<file path="src/rtl/irq_ctrl.sv">
// irq_ctrl: four-source edge-triggered interrupt controller with a memory-mapped register file.
// Define IRQ_CTRL_SYNC_EN to put a two-flop synchronizer on each src line.
module irq_ctrl (
    input  logic        clk,
    input  logic        reset,
    input  logic [3:0]  src,
    input  logic        kernel,
    input  logic        irq_ack,
    input  logic [31:0] addr,
    input  logic [31:0] wdata,
    input  logic        rd,
    input  logic        wr,
    output logic [31:0] rdata,
    output logic        irq
);

    localparam logic [31:0] A_IE    = 32'h4000_0030;
    localparam logic [31:0] A_PEND  = 32'h4000_0034;
    localparam logic [31:0] A_CAUSE = 32'h4000_0038;
    localparam logic [31:0] A_CTRL  = 32'h4000_003C;

    typedef enum logic [1:0] {
        IDLE,
        REQ,
        SERVICE
    } state_t;

    state_t     state;
    state_t     state_n;

    logic [3:0] ie;
    logic [3:0] pend;
    logic [3:0] pend_n;
    logic       gie;
    logic       cause_v;
    logic [1:0] cause_id;

    logic [3:0] src_s;
    logic [3:0] src_q;
    logic [3:0] rise;
    logic [3:0] pi;
    logic [1:0] arm_cnt;
    logic       armed;
    logic       take;
    logic [1:0] take_id;

    logic       sel_ie;
    logic       sel_pend;
    logic       sel_cause;
    logic       sel_ctrl;
    logic       unused_wdata;

`ifdef IRQ_CTRL_SYNC_EN
    // Edge detection stays masked until the synchronizer holds real samples.
    localparam logic [1:0] ARM_CYC = 2'd3;

    logic [3:0] sync1;
    logic [3:0] sync2;

    always_ff @(posedge clk or negedge reset) begin
        if (!reset) begin
            sync1 <= '0;
            sync2 <= '0;
        end else begin
            sync1 <= src;
            sync2 <= sync1;
        end
    end

    assign src_s = sync2;
`else
    localparam logic [1:0] ARM_CYC = 2'd1;

    assign src_s = src;
`endif

    assign armed = (arm_cnt == ARM_CYC);

    always_ff @(posedge clk or negedge reset) begin
        if (!reset) begin
            src_q   <= '0;
            arm_cnt <= '0;
        end else begin
            src_q <= src_s;
            if (!armed) begin
                arm_cnt <= arm_cnt + 2'd1;
            end
        end
    end

    assign rise = armed ? (src_s & ~src_q) : 4'b0000;

    assign sel_ie    = (addr == A_IE);
    assign sel_pend  = (addr == A_PEND);
    assign sel_cause = (addr == A_CAUSE);
    assign sel_ctrl  = (addr == A_CTRL);

    assign unused_wdata = ^wdata[31:4];

    assign pi   = pend & ie;
    assign take = (state == REQ) && irq_ack && (|pi);

    always_comb begin
        take_id = 2'd0;
        priority case (1'b1)
            pi[0]:   take_id = 2'd0;
            pi[1]:   take_id = 2'd1;
            pi[2]:   take_id = 2'd2;
            pi[3]:   take_id = 2'd3;
            default: take_id = 2'd0;
        endcase
    end

    // A fresh edge overrides both the W1C and the acknowledge clear.
    always_comb begin
        pend_n = pend;
        if (wr && sel_pend) begin
            pend_n = pend_n & ~wdata[3:0];
        end
        if (take) begin
            pend_n[take_id] = 1'b0;
        end
        pend_n = pend_n | rise;
    end

    always_ff @(posedge clk or negedge reset) begin
        if (!reset) begin
            ie       <= '0;
            pend     <= '0;
            gie      <= 1'b0;
            cause_v  <= 1'b0;
            cause_id <= '0;
        end else begin
            pend <= pend_n;
            if (wr && sel_ie) begin
                ie <= wdata[3:0];
            end
            if (wr && sel_ctrl) begin
                gie <= wdata[0];
            end
            if (take) begin
                cause_v  <= 1'b1;
                cause_id <= take_id;
            end else if (state == SERVICE && !kernel) begin
                cause_v <= 1'b0;
            end
        end
    end

    always_ff @(posedge clk or negedge reset) begin
        if (!reset) begin
            state <= IDLE;
        end else begin
            state <= state_n;
        end
    end

    always_comb begin
        state_n = state;
        unique case (state)
            IDLE: begin
                if (gie && (|pi) && !kernel) begin
                    state_n = REQ;
                end
            end
            REQ: begin
                if (irq_ack) begin
                    state_n = (|pi) ? SERVICE : IDLE;
                end else if (!(|pi) || !gie) begin
                    state_n = IDLE;
                end
            end
            SERVICE: begin
                if (!kernel) begin
                    state_n = IDLE;
                end
            end
            default: state_n = IDLE;
        endcase
    end

    always_comb begin
        irq = (state == REQ);
    end

    always_comb begin
        rdata = '0;
        if (rd) begin
            unique case (1'b1)
                sel_ie:    rdata = {28'h0, ie};
                sel_pend:  rdata = {28'h0, pend};
                sel_cause: rdata = {29'h0, cause_v, cause_id};
                sel_ctrl:  rdata = {31'h0, gie};
                default:   rdata = '0;
            endcase
        end
    end

endmodule

</file>
<file path="config.mk">
export PLATFORM = sky130hd
export DESIGN_NAME = irq_ctrl
export DESIGN_NICKNAME = d
export VERILOG_FILES = /design/src/rtl/irq_ctrl.sv
export SDC_FILE = /design/constraint.sdc
export NUM_CORES = 1
export LEC_CHECK = 0
export CORE_ASPECT_RATIO = 1.1
export CORE_MARGIN = 2
export CORE_UTILIZATION = 30
export DETAILED_ROUTE_END_ITERATION = 7
export GPL_ROUTABILITY_DRIVEN = 0
export PLACE_DENSITY = 0.84
export SETUP_SLACK_MARGIN = 0.1
export SLEW_MARGIN = 40
export SYNTH_ARGS = -nofsm -noshare
export SYNTH_HDL_FRONTEND = slang
export SYNTH_SLANG_ARGS = --single-unit
</file>
<file path="constraint.sdc">
create_clock -name clk -period 2.4 [get_ports clk]
set_input_delay 0.72 -clock clk [delete_from_list [all_inputs] [get_ports clk]]
set_output_delay 0.72 -clock clk [all_outputs]
set_load 0.05 [all_outputs]
</file>
==> results_dict.tcl <==
set metrics [dict create \
    status "finished, violations left" \
    violations "negative setup slack" \
    ys_ff_latch 20 \
    reg2reg_slack_ns 0.89 \
    fin_crit_ns 2.74 \
    synth_compound_area_share_pct 7.24 \
    yosysUniqueCellTypes 37 \
    die-height_um 73.8 \
    critical_path_class "input pin to output pin" \
    drtIter0Drc 16 \
    grtUsageTotal_pct 14.0 \
    cp_cell_sequence "dlygate4sd2_1 -> nor4_2 -> buf_4 -> nand4b_1 -> buf_6 -> nor3_4 -> buf_12" \
    reg2reg_depth 5 \
    root_buffer "clkbuf_8" \
    path_buf_inv 4 \
    portBuffers 50 \
    core_mm2 0.00429 \
    hold_end "pend[1]" \
    synth_top_family_by_area "simple AND/OR/NAND/NOR gates" \
    path_max_fanout 4 \
    fin_nets 283 \
    cp.arrival_ns 2.02 \
    cap_viol_max_count 0 \
    cp_slowest_cell "nor4_2" \
    synth.area.top_cells "dfrtp_1 38%, buf_4 16%, mux2_2 5.1%" \
    netlist_instances 141 \
    antenna_found_initial 0 \
    synth.cell_area_mm2 0.00133 \
    grt_start_max_net_pins 21 \
    path_delay_family "buffers and inverters" \
    worst_setup_path_end_kind "output pin" \
    holdPathStages 1 \
    fin_crit_sh_pct 114 \
    hold_viol_final 0 \
    drc 0 \
    yosysTopAreaCellShare_pct 37.6 \
    vias 1233 \
    tns_ns -1.28 \
    syn2layout_area_growth_pct 53.2 \
    cts_tree "yes" \
    clk_transition_reported_paths_ns 0.07 \
    drive_gt1_share_pct 30.4 \
    stdcell_count 261 \
    fin_ws_ns -0.339 \
    p_leak_nw 0.947 \
    muxShareOfSynthArea_pct 9.03 \
    yosys.area_share.simple_pct 26.2 \
    ys_seq_area_share_pct 37.6 \
    clock_sinks 20 \
    max_freq_mhz 365 \
    clock_latency_ns 0.26 \
    cp_num_cells 7 \
    r2r_start "ie[2]" \
    yosys_warnings 0 \
    cp-start-kind "input pin" \
    hold_path_class "register to register" \
    synth_area_leader_cell "dfrtp_1" \
    post-place-ws_ns -0.710 \
    clk_path_buf_depth 2 \
    first_pass_iters 4 \
    grt-ovfl-total 0 \
    antennaDiodeCount 0 \
    holdBufCountCts 0 \
    drv_slew 0 \
    hpwl_um 2590 \
    p_per_area_mw_per_mm2 398 \
    cts_inserted_buffers 3 \
    via_per_inst 4.72 \
    fp.dieW_um 67.5 \
    setup_viol_count_final 4 \
    cpPeakStageDelay_ns 0.28 \
    skew_ns 0.00230 \
    routed_wl_um 3260 \
    r2r_end "state[1]" \
    grt_pass1_wl_um 5210 \
    syn_avg_cell_area_um2 9.43 \
    worstPathRequired_ns 1.68 \
    synth_fa_ha_area_share_pct 0.941 \
    dieArea_mm2 0.00498 \
    mostFrequentLayoutCells "28 x conb_1, 20 x dfrtp_1, 16 x buf_4" \
    final_common_cell "conb_1" \
    post_drt_wl_per_cell_um 12.5 \
    grt_pass1_vias 1228 \
    htree_levels 1 \
    rsz0062_at_grt "yes" \
    synthXorXnorAreaFrac_pct 0.659 \
    place_inst 255 \
    ant_nets 0 \
    num_rows 25 \
    max-vdd-ir-drop_uv 313 \
    io-pin-count 107 \
    hold_start "src_q[1]" \
    start_util_pct 31.0 \
]
==> sequential cells by signal (all words and copies together) (netlist names) <==
name and flops:
cause_id 2, src_q 4, cause_v 1, arm_cnt 2, ie 4, pend 4, gie 1, state 2
==> power breakdown <==
part           switching, mW  internal, mW
registers           0.000627         0.340
clock network          0.111         0.146
logic                  0.143        0.0709
==> per-stage QoR <==
stage	area, um^2	total power [mW]	utilization [%]	hold WS (ns)
finish	2040	0.811	47.5	0.426
global route	2040	0.848	47.5	0.426
floorplan	1510	0.505	-	0.399
CTS	2010	0.817	46.9	0.423
detailed placement	2000	0.573	46.6	0.411
global placement	2000	0.570	46.6	0.400
==> final cells by class <==
| type | count | area [um^2] |
|---|---|---|
| clock buffer | 4 | 55.1 |
| fill | 433 | 2250 |
| inverter | 5 | 18.8 |
| multi-input combinational | 112 | 811 |
| sequential | 20 | 500 |
| tap | 54 | 67.6 |
| timing repair buffer | 66 | 584 |
==> Yosys cell counts <==
master and number:
buf_4 28, dfrtp_1 20, nand2_1 14, nor4_1 9
nor2_1 8, mux2_2 6, inv_1 5, o21ai_0 5
nand3b_1 4, nor3_1 4, clkbuf_1 3, mux2i_1 3
a21oi_1 2, and2_1 2, nand3_1 2, nand4_1 2
nand4b_1 2, nor2b_1 2, nor4bb_1 2, a211oi_1 1
a21o_1 1, a22o_1 1, a31o_2 1, a31oi_1 1
and3_1 1, and3b_1 1, conb_1 1, ha_1 1
mux4_2 1, nand4_2 1, nor3b_1 1, nor4b_2 1
nor4b_4 1, o22ai_1 1, o31ai_1 1, o41ai_1 1
xnor2_1 1
==> cell families after synthesis <==
logic type | Yosys count
simple gates | 57
flops | 20
fa+ha+maj | 1
other cells | 1
compound gates | 15
xor+xnor | 1
mux | 10
buf+inv | 36
==> worst reg2reg max path: cells and delay by family, from the launching register on <==
family / cells / cell delay (ns)
flip-flops: 1 / 0.41
buffers and inverters: 1 / 0.15
AO/OA/AOI/OAI: 2 / 0.49
AND/OR/NAND/NOR: 2 / 0.35
==> repair_timing <==
action | 4_1_cts | 5_1_grt
gates resized for setup | 88 | 3
setup endpoints to repair | 9 | 8
pin swaps | 11 | 6
setup buffers | 0 | 2
==> per-layer routing <==
| metal | part of all wire [%] | global-route usage (%) | vias to the layer above |
|---|---|---|---|
| li1 | - | - | 580 |
| met1 | 35 | 15.4 | 564 |
| met2 | 51 | 25.4 | 80 |
| met3 | 11 | 2.91 | 9 |
| met4 | 2.7 | 6.35 | 0 |
| met5 | 0 | 0 | - |
==> worst max path at each step <==
stage,start,endpoint,slack (ns)
after CTS,addr[7],rdata[3],-0.36
after global routing,addr[14],rdata[3],-0.38
after floorplan,addr[18],rdata[1],-0.47
after detailed placement,addr[4],rdata[3],-0.71
final,addr[14],rdata[3],-0.34
after global placement,addr[4],rdata[3],-0.69
Power figures use the tool's default switching activity.
